### src/rtl/cmp_match_detector.sv
// Compares the upstream counter value against a reference latched at arm time and
// counts matches. Optional macro CMP_SEQ_CHECK_EN adds a sticky increment-by-one check (seq_err).
module cmp_match_detector #(
    parameter int W      = 2,
    parameter int HOLD   = 1,
    parameter int TARGET = 4,
    parameter int CW     = 4
) (
    input  logic          clk,
    input  logic          rst_n,
    input  logic [W-1:0]  cnt_in,
    input  logic [W-1:0]  ref_val,
    input  logic          arm,
    input  logic          en,
    input  logic          clr,
    output logic          eq_o,
    output logic          gt_o,
    output logic          lt_o,
    output logic          match_pulse,
    output logic [CW-1:0] match_count,
    output logic          done,
    output logic          busy
`ifdef CMP_SEQ_CHECK_EN
   ,output logic          seq_err
`endif
);

    // state   | meaning
    // IDLE    | waiting for arm
    // ARMED   | counting consecutive equal samples toward a match
    // MATCHED | match recorded, waiting for the sample to leave ref_q
    // DONE    | TARGET matches seen, held until clr or reset
    typedef enum logic [1:0] {S_IDLE, S_ARMED, S_MATCHED, S_DONE} state_t;

    localparam int HW = $clog2(HOLD + 1);
    localparam logic [HW-1:0] HOLD_LAST  = HW'(HOLD - 1);
    localparam logic [CW-1:0] CNT_MAX    = '1;
    localparam logic [CW-1:0] TARGET_CNT = CW'(TARGET);

    state_t        state_q, state_d;
    logic [W-1:0]  ref_q, ref_d;
    logic [W-1:0]  samp_q, samp_d;
    logic [HW-1:0] hold_q, hold_d;
    logic [CW-1:0] count_q, count_d, count_inc;
    logic          eq_q, eq_d, gt_q, gt_d, lt_q, lt_d;
    logic          pulse_q, pulse_d, done_q, done_d, busy_q, busy_d;
    logic          samp_eq;

    // The FSM works on the registered sample, giving the two-edge match latency.
    assign samp_eq = (samp_q == ref_q);

    always_comb begin
        state_d   = state_q;
        ref_d     = ref_q;
        hold_d    = hold_q;
        count_d   = count_q;
        samp_d    = cnt_in;
        eq_d      = (cnt_in == ref_q);
        gt_d      = (cnt_in > ref_q);
        lt_d      = (cnt_in < ref_q);
        pulse_d   = 1'b0;
        count_inc = (count_q == CNT_MAX) ? count_q : count_q + 1'b1;
        if (clr) begin
            state_d = S_IDLE;
            hold_d  = '0;
            count_d = '0;
        end else if (en) begin
            case (state_q)
                S_IDLE: begin
                    if (arm) begin
                        ref_d   = ref_val;
                        hold_d  = '0;
                        count_d = '0;
                        state_d = S_ARMED;
                    end
                end
                S_ARMED: begin
                    if (samp_eq) begin
                        if (hold_q == HOLD_LAST) begin
                            pulse_d = 1'b1;
                            hold_d  = '0;
                            count_d = count_inc;
                            state_d = (count_inc == TARGET_CNT) ? S_DONE : S_MATCHED;
                        end else begin
                            hold_d = hold_q + 1'b1;
                        end
                    end else begin
                        hold_d = '0;
                    end
                end
                S_MATCHED: begin
                    if (!samp_eq) state_d = S_ARMED;
                end
                S_DONE:  state_d = S_DONE;
                default: state_d = S_IDLE;
            endcase
        end
        done_d = (state_d == S_DONE);
        busy_d = (state_d == S_ARMED) || (state_d == S_MATCHED);
    end

    always_ff @(posedge clk) begin
        if (!rst_n) begin
            state_q <= S_IDLE;
            ref_q   <= '0;
            samp_q  <= '0;
            hold_q  <= '0;
            count_q <= '0;
            eq_q    <= 1'b0;
            gt_q    <= 1'b0;
            lt_q    <= 1'b0;
            pulse_q <= 1'b0;
            done_q  <= 1'b0;
            busy_q  <= 1'b0;
        end else begin
            state_q <= state_d;
            ref_q   <= ref_d;
            samp_q  <= samp_d;
            hold_q  <= hold_d;
            count_q <= count_d;
            eq_q    <= eq_d;
            gt_q    <= gt_d;
            lt_q    <= lt_d;
            pulse_q <= pulse_d;
            done_q  <= done_d;
            busy_q  <= busy_d;
        end
    end

    assign eq_o        = eq_q;
    assign gt_o        = gt_q;
    assign lt_o        = lt_q;
    assign match_pulse = pulse_q;
    assign match_count = count_q;
    assign done        = done_q;
    assign busy        = busy_q;

`ifdef CMP_SEQ_CHECK_EN
    logic [W-1:0] prev_q, prev_d;
    logic         seq_vld_q, seq_vld_d, seq_err_q, seq_err_d;

    // The first sample after reset or clr only primes prev_q.
    always_comb begin
        prev_d    = cnt_in;
        seq_vld_d = 1'b1;
        seq_err_d = seq_err_q;
        if (clr) begin
            seq_vld_d = 1'b0;
            seq_err_d = 1'b0;
        end else if (seq_vld_q && (cnt_in != W'(prev_q + 1'b1))) begin
            seq_err_d = 1'b1;
        end
    end

    always_ff @(posedge clk) begin
        if (!rst_n) begin
            prev_q    <= '0;
            seq_vld_q <= 1'b0;
            seq_err_q <= 1'b0;
        end else begin
            prev_q    <= prev_d;
            seq_vld_q <= seq_vld_d;
            seq_err_q <= seq_err_d;
        end
    end

    assign seq_err = seq_err_q;
`endif

endmodule
### config.mk
export PLATFORM = sky130hd
export DESIGN_NAME = cmp_match_detector
export DESIGN_NICKNAME = d
export VERILOG_FILES = /design/src/rtl/cmp_match_detector.sv
export SDC_FILE = /design/constraint.sdc
export NUM_CORES = 1
export LEC_CHECK = 0
export ABC_AREA = 1
export BUFFER_PORTS_ARGS = -buffer_cell sky130_fd_sc_hd__buf_2
export CAP_MARGIN = 15
export CORE_MARGIN = 2
export CORE_UTILIZATION = 30
export DETAILED_ROUTE_END_ITERATION = 10
export GPL_ROUTABILITY_DRIVEN = 0
export GPL_TIMING_DRIVEN = 1
export PLACE_DENSITY = 0.59
export SYNTH_ARGS = -nofsm -noshare
export SYNTH_HDL_FRONTEND = slang
export SYNTH_SLANG_ARGS = --single-unit
### constraint.sdc
create_clock -name clk -period 1.6 [get_ports clk]
set_input_delay 0.32 -clock clk [delete_from_list [all_inputs] [get_ports clk]]
set_output_delay 0.32 -clock clk [all_outputs]
set_load 0.02 [all_outputs]
# [After elaboration in Yosys (flattened, before gate mapping)]
# Cells that the tools add are included.
[word_totals] reg_bits=17 elab_cells=59 in_bits=9 output_inout_bits=10
[op_classes] magnitude_cmp=2 reduce_logical=8 eq_ne=13 mux=18 n_bitwise=5 addsub=2
[op_table] op="4-bit 2-to-1 mux" n=4
[op_table] op="2-bit 2-to-1 mux" n=6
[op_table] op="2-bit equality test (second input constant)" n=4
[op_table] op="2-bit one-hot mux with 4 select lines" n=1
[op_table] op="4-bit one-hot mux with 2 select lines" n=1
[op_table] op="2-bit inequality test (second input constant)" n=3
[op_table] op="1-bit 2-to-1 mux" n=5
[op_table] op="1-bit NOT" n=5
[op_table] op="5-bit AND reduction" n=1
[op_table] op="5-bit OR reduction" n=1
[op_table] op="4-bit by 1-bit adder with 4-bit output (second input constant)" n=1
[op_table] op="2-bit by 1-bit equality test with 1-bit output (second input constant)" n=2
[op_table] op="2-bit equality test" n=2
[op_table] op="4-bit by 3-bit equality test with 1-bit output (second input constant)" n=1
[op_table] op="4-bit equality test (second input constant)" n=1
[op_table] op="4-bit AND reduction" n=1
[op_table] op="3-bit AND reduction" n=1
[op_table] op="2-bit greater-than comparator" n=1
[op_table] op="2-bit logical NOT" n=1
[op_table] op="2-bit < comparator" n=1
[op_table] op="1-bit one-hot mux with 2 select lines" n=1
[op_table] op="2-bit nonzero test" n=1
[op_table] op="2-bit OR reduction" n=1
[op_table] op="1-bit adder (second input constant)" n=1
[op_table] op="1-bit logical OR" n=1

# [Logic depth before layout (Yosys ltp)]
# Gate-level depths: netlist of run 1.
[logic_depth] ltp_word=11 ltp_mapped=17 depth_no_buf=17

# [Worst setup path before layout of run 1]
# OpenSTA, ideal clock, no wires.
[synth_timing] kind="register to register" start="reg count_q[1], in the netlist match_count[1]" end="reg busy_q, in the netlist busy" path_slack_ns=-0.292 path_stages_with_launch=17 arrival_ns=1.783 required_time_ns=1.491 period_less_slack_ns=1.892 n_path_buf=0 setup_time_ns=0.109 cell_sequence="dfxtp_1 -> ha_1 -> nand3_2 -> nand2_1 -> nand2_1 -> nor2_1 -> nand2_1 -> nand2_1 -> nand2_1 -> nand2_1 -> nand2_1 -> nand2_1 -> nand2_2 -> inv_1 -> ha_1 -> nand2_1 -> inv_1"
[synth_between] elab_chain_len=11 word_cells_on_any_way=13 classes_between="add/sub (1); eq/ne (4); mux (7); reduce/logical (1)"
[synth_lines] item="start: declaration" line="44" source="logic [CW-1:0] count_q, count_d, count_inc;"
[synth_lines] item="start signal: assignment" line="120" source="count_q <= count_d;"
[synth_lines] item="4-bit by 1-bit adder with 4-bit output or 4-bit equality test (tied branches)" line="62" source="count_inc = (count_q == CNT_MAX) ? count_q : count_q + 1'b1;"
[synth_lines] item="4-bit 2-to-1 mux (*)" line="62"
[synth_lines] item="4-bit by 3-bit equality test with 1-bit output (*)" line="83" source="state_d = (count_inc == TARGET_CNT) ? S_DONE : S_MATCHED;"
[synth_lines] item="1-bit 2-to-1 mux (*)" line="83"
[synth_lines] item="2-bit 2-to-1 mux (*)" line="79" source="if (hold_q == HOLD_LAST) begin"
[synth_lines] item="2-bit 2-to-1 mux (*)" line="78" source="if (samp_eq) begin"
[synth_lines] item="2-bit one-hot mux with 4 select lines (*)" line="68" source="case (state_q)"
[synth_lines] item="2-bit 2-to-1 mux (*)" line="67" source="end else if (en) begin"
[synth_lines] item="2-bit 2-to-1 mux (*)" line="63" source="if (clr) begin"
[synth_lines] item="named net state_d[0]" line="40" source="state_t state_q, state_d;"
[synth_lines] item="2-bit by 1-bit equality test with 1-bit output or 2-bit equality test (tied branches)" line="99" source="busy_d = (state_d == S_ARMED) || (state_d == S_MATCHED);"
[synth_lines] item="1-bit logical OR (*)" line="99"
[synth_lines] item="named net busy_d" line="46" source="logic pulse_q, pulse_d, done_q, done_d, busy_q, busy_d;"
[synth_lines] item="end signal: assignment" line="126" source="busy_q <= busy_d;"
[synth_lines] item="end: declaration" line="46"
# Mark *: on every way through the listed nets, which the timed path passes. The rest lies on a longest branch.
# A chain may end at the register's enable or synchronous reset.

# [Worst setup path in the final report of run 1]
[layout_timing] start="reg count_q[0], in the netlist match_count[0]" end="reg busy_q, in the netlist busy"
# The elaborated chain is that of the path after synthesis.

==> results of run 1 <==
## sequential cells by signal, indices dropped and copies added (netlist names)
signal / cells
busy: 1
match_pulse: 1
samp_q: 2
gt_o: 1
ref_q: 2
done: 1
eq_o: 1
lt_o: 1
match_count: 4
state_q: 2
## routing by layer
metal  routed length [um]  vias up  GRT usage, %
met5                    0        -             0
met4                   11        0          7.32
met3                   96        2          2.56
met2                  826       22          18.5
met1                  759      354          14.4
li1                     -      416             -
## layout make-up
class | instances | share of cell area, %
Tap cell | 30 | 3.51
Multi-Input combinational cell | 78 | 42.2
Clock buffer | 4 | 2.46
Timing Repair Buffer | 26 | 14.1
Inverter | 20 | 7.03
Sequential cell | 16 | 30.8
## report_power, final
part	switching, mW	internal [mW]	total (mW)	leakage [nW]
clock	0.116	0.0967	0.213	0.0150
combinational	0.0674	0.0422	0.110	0.405
sequential	0.00947	0.410	0.420	0.133
## logic make-up (layout without fill, tap and decap cells)
family	count (synthesis)	count (layout)
flip-flops	16	16
AND/OR/NAND/NOR	60	60
AO/OA/AOI/OAI	12	12
buffers and inverters	22	50
adder cells (fa/ha/maj)	4	4
XOR/XNOR	2	2
## synth_stat cells, drive strengths merged
master	count
nor2	17
ha	4
nand4	3
inv	20
a21oi	7
a211oi	1
nor3	1
nand2	32
nand3	7
dfxtp	16
o21ai	3
xnor2	2
clkbuf	1
buf	1
o211ai	1
## worst max-delay path: stages, from the launching register on
cell	delay, ps
dfxtp_4	360
ha_4	190
nand3_4	100
nand2_2	80
nand2_2	60
nor2_1	100
nand2_1	60
nand2_1	50
nand2_1	40
nand2_1	60
nand2_1	60
nand2_2	60
nand2_2	60
inv_2	70
ha_4	190
nand2_1	60
inv_1	30
## placed cells by master, fill, tap and decap left out, types with 3 or more instances in the layout
| cell | count |
|---|---|
| nand3_1 | 6 |
| inv_1 | 18 |
| dfxtp_1 | 13 |
| nor2_2 | 3 |
| nand4_1 | 3 |
| buf_2 | 18 |
| o21ai_0 | 3 |
| nand2_2 | 6 |
| nand2_1 | 25 |
| buf_4 | 8 |
| clkbuf_4 | 3 |
| a21oi_1 | 7 |
| nor2_1 | 13 |
## what timing repair did
item | 4_1_cts | 5_1_grt
resized for setup | 4 | 10
cloned | 0 | 0
setup endpoints to repair | 2 | 3
hold buffers | 0 | 0
pin swaps | 0 | 3
## worst max path at each step
stage          slack [ps]  cells past startpoint                         from         endpoint
2_1_floorplan         -60                     16  match_count[0]$_SDFFE_PP0P_  busy$_SDFF_PN0_
3_3_place_gp          -80                     17  match_count[0]$_SDFFE_PP0P_  busy$_SDFF_PN0_
3_5_place_dp         -100                     17  match_count[1]$_SDFFE_PP0P_  busy$_SDFF_PN0_
4_1_cts              -120                     16  match_count[0]$_SDFFE_PP0P_  busy$_SDFF_PN0_
5_1_grt              -240                     16  match_count[1]$_SDFFE_PP0P_  busy$_SDFF_PN0_
6_report             -130                     16  match_count[0]$_SDFFE_PP0P_  busy$_SDFF_PN0_
==> results.tsv, run 1 <==
stage	metric	value	unit
synth	Yosys reg bits	16	
timing	final period utilization	108	%
synth	largest family of logic cells by synthesized area	simple AND/OR/NAND/NOR gates	
cts	clk slew on worst S/H paths	90	ps
worst_setup_path	r2r startpoint	match_count[0]$_SDFFE_PP0P_	
cells_and_area	footprint of the multi-input gates	450	um2
cells_and_area	Syn-to-layout area delta	33.9	%
worst_setup_path	Worst Path Arrival	1910	ps
synth	Mapped Cells	116	
timing	fin crit period	1730	ps
placed_design	Post-Place Cell Area	992	um2
cells_and_area	antenna cells	0	
worst_setup_path	crit-path max FO	5	
worst_setup_path	startpoint class of the critical path	flop	
cells_and_area	fillcell total	267	
worst_setup_path	Reg2Reg Setup Slack	-130	ps
cts	CTS Buf Count	3	
global_routing	largest net degree at the start of global routing	10	
timing	RSZ-0062 raised after global routing	true	
worst_setup_path	CP required	1780	ps
run_status	outcome	complete, but fails checks	
run_status	failing checks	setup timing	
synth	Synth Area in Compound Gates	8.15	%
worst_hold_path	Hold EP	samp_q[0]$_SDFF_PN0_	
drt	first drt pass iteration count	4	
global_routing	initial antenna violation count	0	
worst_setup_path	worst reg-to-reg path cell count	16	
drt	final antenna-violating net count	0	
cells_and_area	Non-Filler Instances	174	
synth	Post-Synth Adder-Cell Area	6.27	%
synth	syn nets	129	
drt	via count	794	
drt	DR WL/cell	9.74	um
worst_hold_path	worst hold path class	in2reg	
timing	max-slew violations	0	
cts	H-tree depth	1	
worst_setup_path	Crit. End Element	flop	
cts	CTS tree	built	
synth	top cells by area, synth	dfxtp_1 40%, nand2_1 15%, inv_1 9.4%	
synth	Mapped Area	798	um2
floorplan	full die area	0.00309	mm2
drt	Via density	4.56	
cts	CTS Sinks	16	
cts	Root Buffer	clkbuf_4	
drt	1st-iter DRT viols	24	
synth	Synth area leader	dfxtp_1	
worst_setup_path	critical setup path kind	reg2reg	
global_routing	GRT overflow	0	
synth	Ys Warns	0	
global_routing	vias in the first global route	769	
timing	Max-slew headroom	79.2	%
floorplan	IO Pins	19	
placed_design	pre-CTS setup slack	-104	ps
timing	Hold WS	233	ps
floorplan	Core ar.	0.00250	mm2
timing	Setup TNS	-147	ps
placed_design	PortBufs	18	
cells_and_area	fin util	42.7	%
floorplan	Row Count	18	
global_routing	first-pass GRT wire length	2940	um
cells_and_area	fraction of layout cells with a size suffix above 1	33.3	%
pwr	PwrDens	694	mW/mm2
cts	clk_lat worst skew	280	ps
timing	Fin. Hold Viols	0	
worst_setup_path	worst reg2reg endpoint	busy$_SDFF_PN0_	
cts	number of post-CTS setup repair buffers	0	
pwr	Final Total Pwr	0.742	mW
synth	Synth top area share	40.1	%
drt	drt total wl	1690	um
global_routing	gr usage total	11.7	%
timing	setup ws final	-125	ps
synth	library cells used by synthesis	18	
run	max cap viols	0	
floorplan	Die Y-Extent	55.6	um
timing	Slew @ Worst Pin	312	ps
placed_design	placed insts	170	
timing	clk_skew	3.90	ps
cells_and_area	register area	329	um2
synth	Synth Area in XOR/XNOR	2.19	%
timing	# setup viols final	2	
floorplan	Initial Util	31.9	%
worst_hold_path	hold path cells	3	
timing	Max Fclk	0.580	GHz
synth	Mean Syn Cell Area	6.88	um2
synth	post-synthesis mux area share	0	%
synth	Post-Synth Simple-Gate Area	32.0	%
pwr	Peak VDD IR	0.477	mV
worst_hold_path	min-delay src	cnt_in[0]	
placed_design	Post-DP HPWL	1290	um
cts	maximum clock path buffer count	2	
drt	DRC errors left	0	
synth	sequential area share after synthesis	40.1	%
pwr	Pleak	0.553	nW
floorplan	Die W	55.6	um
cells_and_area	Final #Nets	158	
cells_and_area	fin area	0.00107	mm2
No activity file was read; power rests on OpenSTA's default activity.
==> inputs of run 2 (changes only) <==
--- a/config.mk
+++ b/config.mk
@@ -5,7 +5,6 @@
 export SDC_FILE = /design/constraint.sdc
 export NUM_CORES = 1
 export LEC_CHECK = 0
-export ABC_AREA = 1
 export BUFFER_PORTS_ARGS = -buffer_cell sky130_fd_sc_hd__buf_2
 export CAP_MARGIN = 15
 export CORE_MARGIN = 2
==> run 2 against run 1 <==
- synthesized cell count decreased by 22%
- the flow still finishes with violations (setup timing)
- clock power increased by 28%
- highest routed layer unchanged
- synthesized area grew 2.2%
- power up 11%
- routed wire length increased by 14%
- critical path depth down 10
- die area up 2.0%
- via count up 0.88%
- final cell count fell by 9.8%
==> results.tsv, run 2 <==
stage	metric	value	unit
synth	Commonest cells post-synth	16 x dfxtp_1, 6 x a21oi_1, 5 x and2_1, 5 x inv_1, 5 x nand2_1	
placed_design	PortBufs	18	
synth	Synth Area in Compound Gates	19.0	%
placed_design	pre-CTS setup slack	-214	ps
worst_setup_path	startpoint class of the critical path	flop	
synth	largest family of logic cells by synthesized area	simple AND/OR/NAND/NOR gates	
cells_and_area	max reg flops	4	
synth	Mapped Cells	91	
pwr	internal power	0.610	mW
pwr	Seq pwr share	50.8	%
floorplan	full die area	0.00315	mm2
cells_and_area	most frequent cells in the layout	18 x buf_2, 16 x buf_4, 10 x dfxtp_1	
floorplan	Initial Util	32.3	%
global_routing	gr usage total	13.5	%
worst_hold_path	worst hold path class	in2reg	
run_status	outcome	complete, but fails checks	
cells_and_area	commonest non-fill, non-tap cell in the layout	buf_2	
synth	Synth top area share	39.3	%
global_routing	largest net degree at the start of global routing	12	
floorplan	Core ar.	0.00252	mm2
synth	Synth area leader	dfxtp_1	
cells_and_area	antenna cells	0	
run	max cap viols	0	
timing	Max Fclk	0.576	GHz
pwr	Clock power frac	33.1	%
synth	Ys Warns	0	
timing	Slew @ Worst Pin	377	ps
cts	CTS Sinks	16	
floorplan	Die W	56.1	um
pwr	Pleak	0.509	nW
timing	final period utilization	108	%
cts	CTS tree	built	
cts	H-tree depth	1	
synth	library cells used by synthesis	36	
cells_and_area	fillcell total	260	
pwr	Switching Share	25.8	%
cts	clk slew on worst S/H paths	100	ps
synth	Mapped Area	816	um2
cells_and_area	Syn-to-layout area delta	44.3	%
pwr	combinational share of power	16.0	%
pwr	Peak VDD IR	0.377	mV
synth	Post-synth top flop	dfxtp_1	
synth	Post-Synth Adder-Cell Area	6.13	%
cts	Root Buffer	clkbuf_4	
synth	Yosys reg bits	16	
cts	clk_lat worst skew	290	ps
pwr	P_sw	0.212	mW
floorplan	Row Count	18	
global_routing	initial antenna violation count	0	
timing	Hold WS	242	ps
run_status	failing checks	setup timing	
timing	Setup TNS	-188	ps
drt	DR WL/cell	12.3	um
synth	Synth Area in XOR/XNOR	4.29	%
cts	maximum clock path buffer count	2	
synth	syn nets	104	
timing	setup ws final	-135	ps
timing	RSZ-0062 raised after global routing	true	
drt	DRC errors left	0	
timing	clk_skew	3.28	ps
drt	first drt pass iteration count	4	
cells_and_area	fraction of layout cells with a size suffix above 1	44.9	%
drt	1st-iter DRT viols	22	
synth	post-synthesis mux area share	1.23	%
worst_setup_path	critical setup path kind	reg2reg	
synth	sequential area share after synthesis	39.3	%
drt	drt total wl	1930	um
floorplan	Die Y-Extent	56.1	um
global_routing	vias in the first global route	762	
drt	Via density	5.10	
synth	Post-Synth Simple-Gate Area	26.7	%
synth	top cells by area, synth	dfxtp_1 39%, ha_1 6.1%, and2_1 3.8%	
worst_setup_path	Reg2Reg Setup Slack	-130	ps
cells_and_area	register area	335	um2
timing	max-slew violations	0	
timing	fin crit period	1730	ps
drt	via count	801	
synth	most common cell in the netlist	dfxtp_1	
worst_setup_path	CP required	1800	ps
floorplan	IO Pins	19	
timing	Max-slew headroom	74.8	%
synth	Mean Syn Cell Area	8.96	um2
cts	CTS Buf Count	3	
cells_and_area	fin util	46.7	%
pwr	PwrDens	698	mW/mm2
worst_setup_path	Crit. End Element	flop	
synth	ys async rst share	0	%
global_routing	first-pass GRT wire length	3380	um
worst_setup_path	crit-path max FO	2	
cells_and_area	footprint of the multi-input gates	539	um2
synth	number of synthesized flops with an enable pin	0	
pwr	Final Total Pwr	0.822	mW
global_routing	GRT overflow	0	
drt	final antenna-violating net count	0	
cells_and_area	Final #Nets	141	
placed_design	Post-DP HPWL	1460	um
timing	Fin. Hold Viols	0	
timing	# setup viols final	3	
worst_setup_path	Worst Path Arrival	1930	ps
-- run 2: cell count changes after synthesis, sizes merged, moves of 3 or more --
cell,change
inv,-15
nor2,-13
nand2,-27
and2,+5
nor3,+3
nand2b,+3
nand4,-3
nand3,-5
-- run 2: worst paths after layout --
kind / start / end / cells after the start
worst min-delay path: cnt_in[0] / samp_q[0]$_SDFF_PN0_ / 2
worst max-delay path: samp_q[1]$_SDFF_PN0_ / busy$_SDFF_PN0_ / 6
worst min register to register: match_count[2]$_SDFFE_PP0P_ / match_count[2]$_SDFFE_PP0P_ / 2
worst max register to register: samp_q[1]$_SDFF_PN0_ / busy$_SDFF_PN0_ / 6
-- run 2: timing repair --
item | CTS | global route
pin swaps | 3 | 0
setup endpoints to repair | 4 | 4
gates cloned | 0 | 0
resized for setup | 10 | 1
setup buffers | 1 | 1
hold buffers | 0 | 0
-- run 2: power by group through the flow --
| stage | Combinational [mW] | Clock, mW | Sequential, mW |
|---|---|---|---|
| after floorplan | 0.0585 | 0 | 0.432 |
| after global placement | 0.118 | 0 | 0.426 |
| after detailed placement | 0.122 | 0 | 0.426 |
| after CTS | 0.131 | 0.279 | 0.417 |
| after global routing | 0.147 | 0.297 | 0.419 |
| final | 0.132 | 0.272 | 0.418 |
-- run 2: cell type report --
cell class	count	area share, %
multi-input combinational	68	45.8
sequential	16	28.5
timing repair buffer	34	17.9
tap	30	3.19
clock buffer	4	3.08
inverter	5	1.59
-- run 2: cell families (layout without fill, tap and decap cells) --
| logic type | after synthesis | in the layout |
|---|---|---|
| compound gates | 23 | 23 |
| xor+xnor | 4 | 4 |
| fa+ha+maj | 4 | 4 |
| buf+inv | 7 | 43 |
| flops | 16 | 16 |
| mux | 1 | 1 |
| simple gates | 36 | 36 |
-- run 2: critical path, cell delays in order (launching register included) --
cell	delay, ps
dfxtp_2	360
xor2_2	180
o31a_1	310
a2111oi_4	320
nor3_2	70
ha_2	250
and2_4	150
-- run 2: metrics by stage --
stage / instances / cell area (um2)
after floorplan: 91 / 848
after global placement: 151 / 1070
after detailed placement: 151 / 1070
after CTS: 156 / 1160
after global routing: 157 / 1180
final: 157 / 1180
-- run 2: routing by layer --
layer	global-route usage (%)	wire length, um	up-vias
met5	0	0	-
met4	7.14	42	0
met3	2.79	86	4
met2	21.7	933	21
met1	16.8	867	372
li1	-	-	404
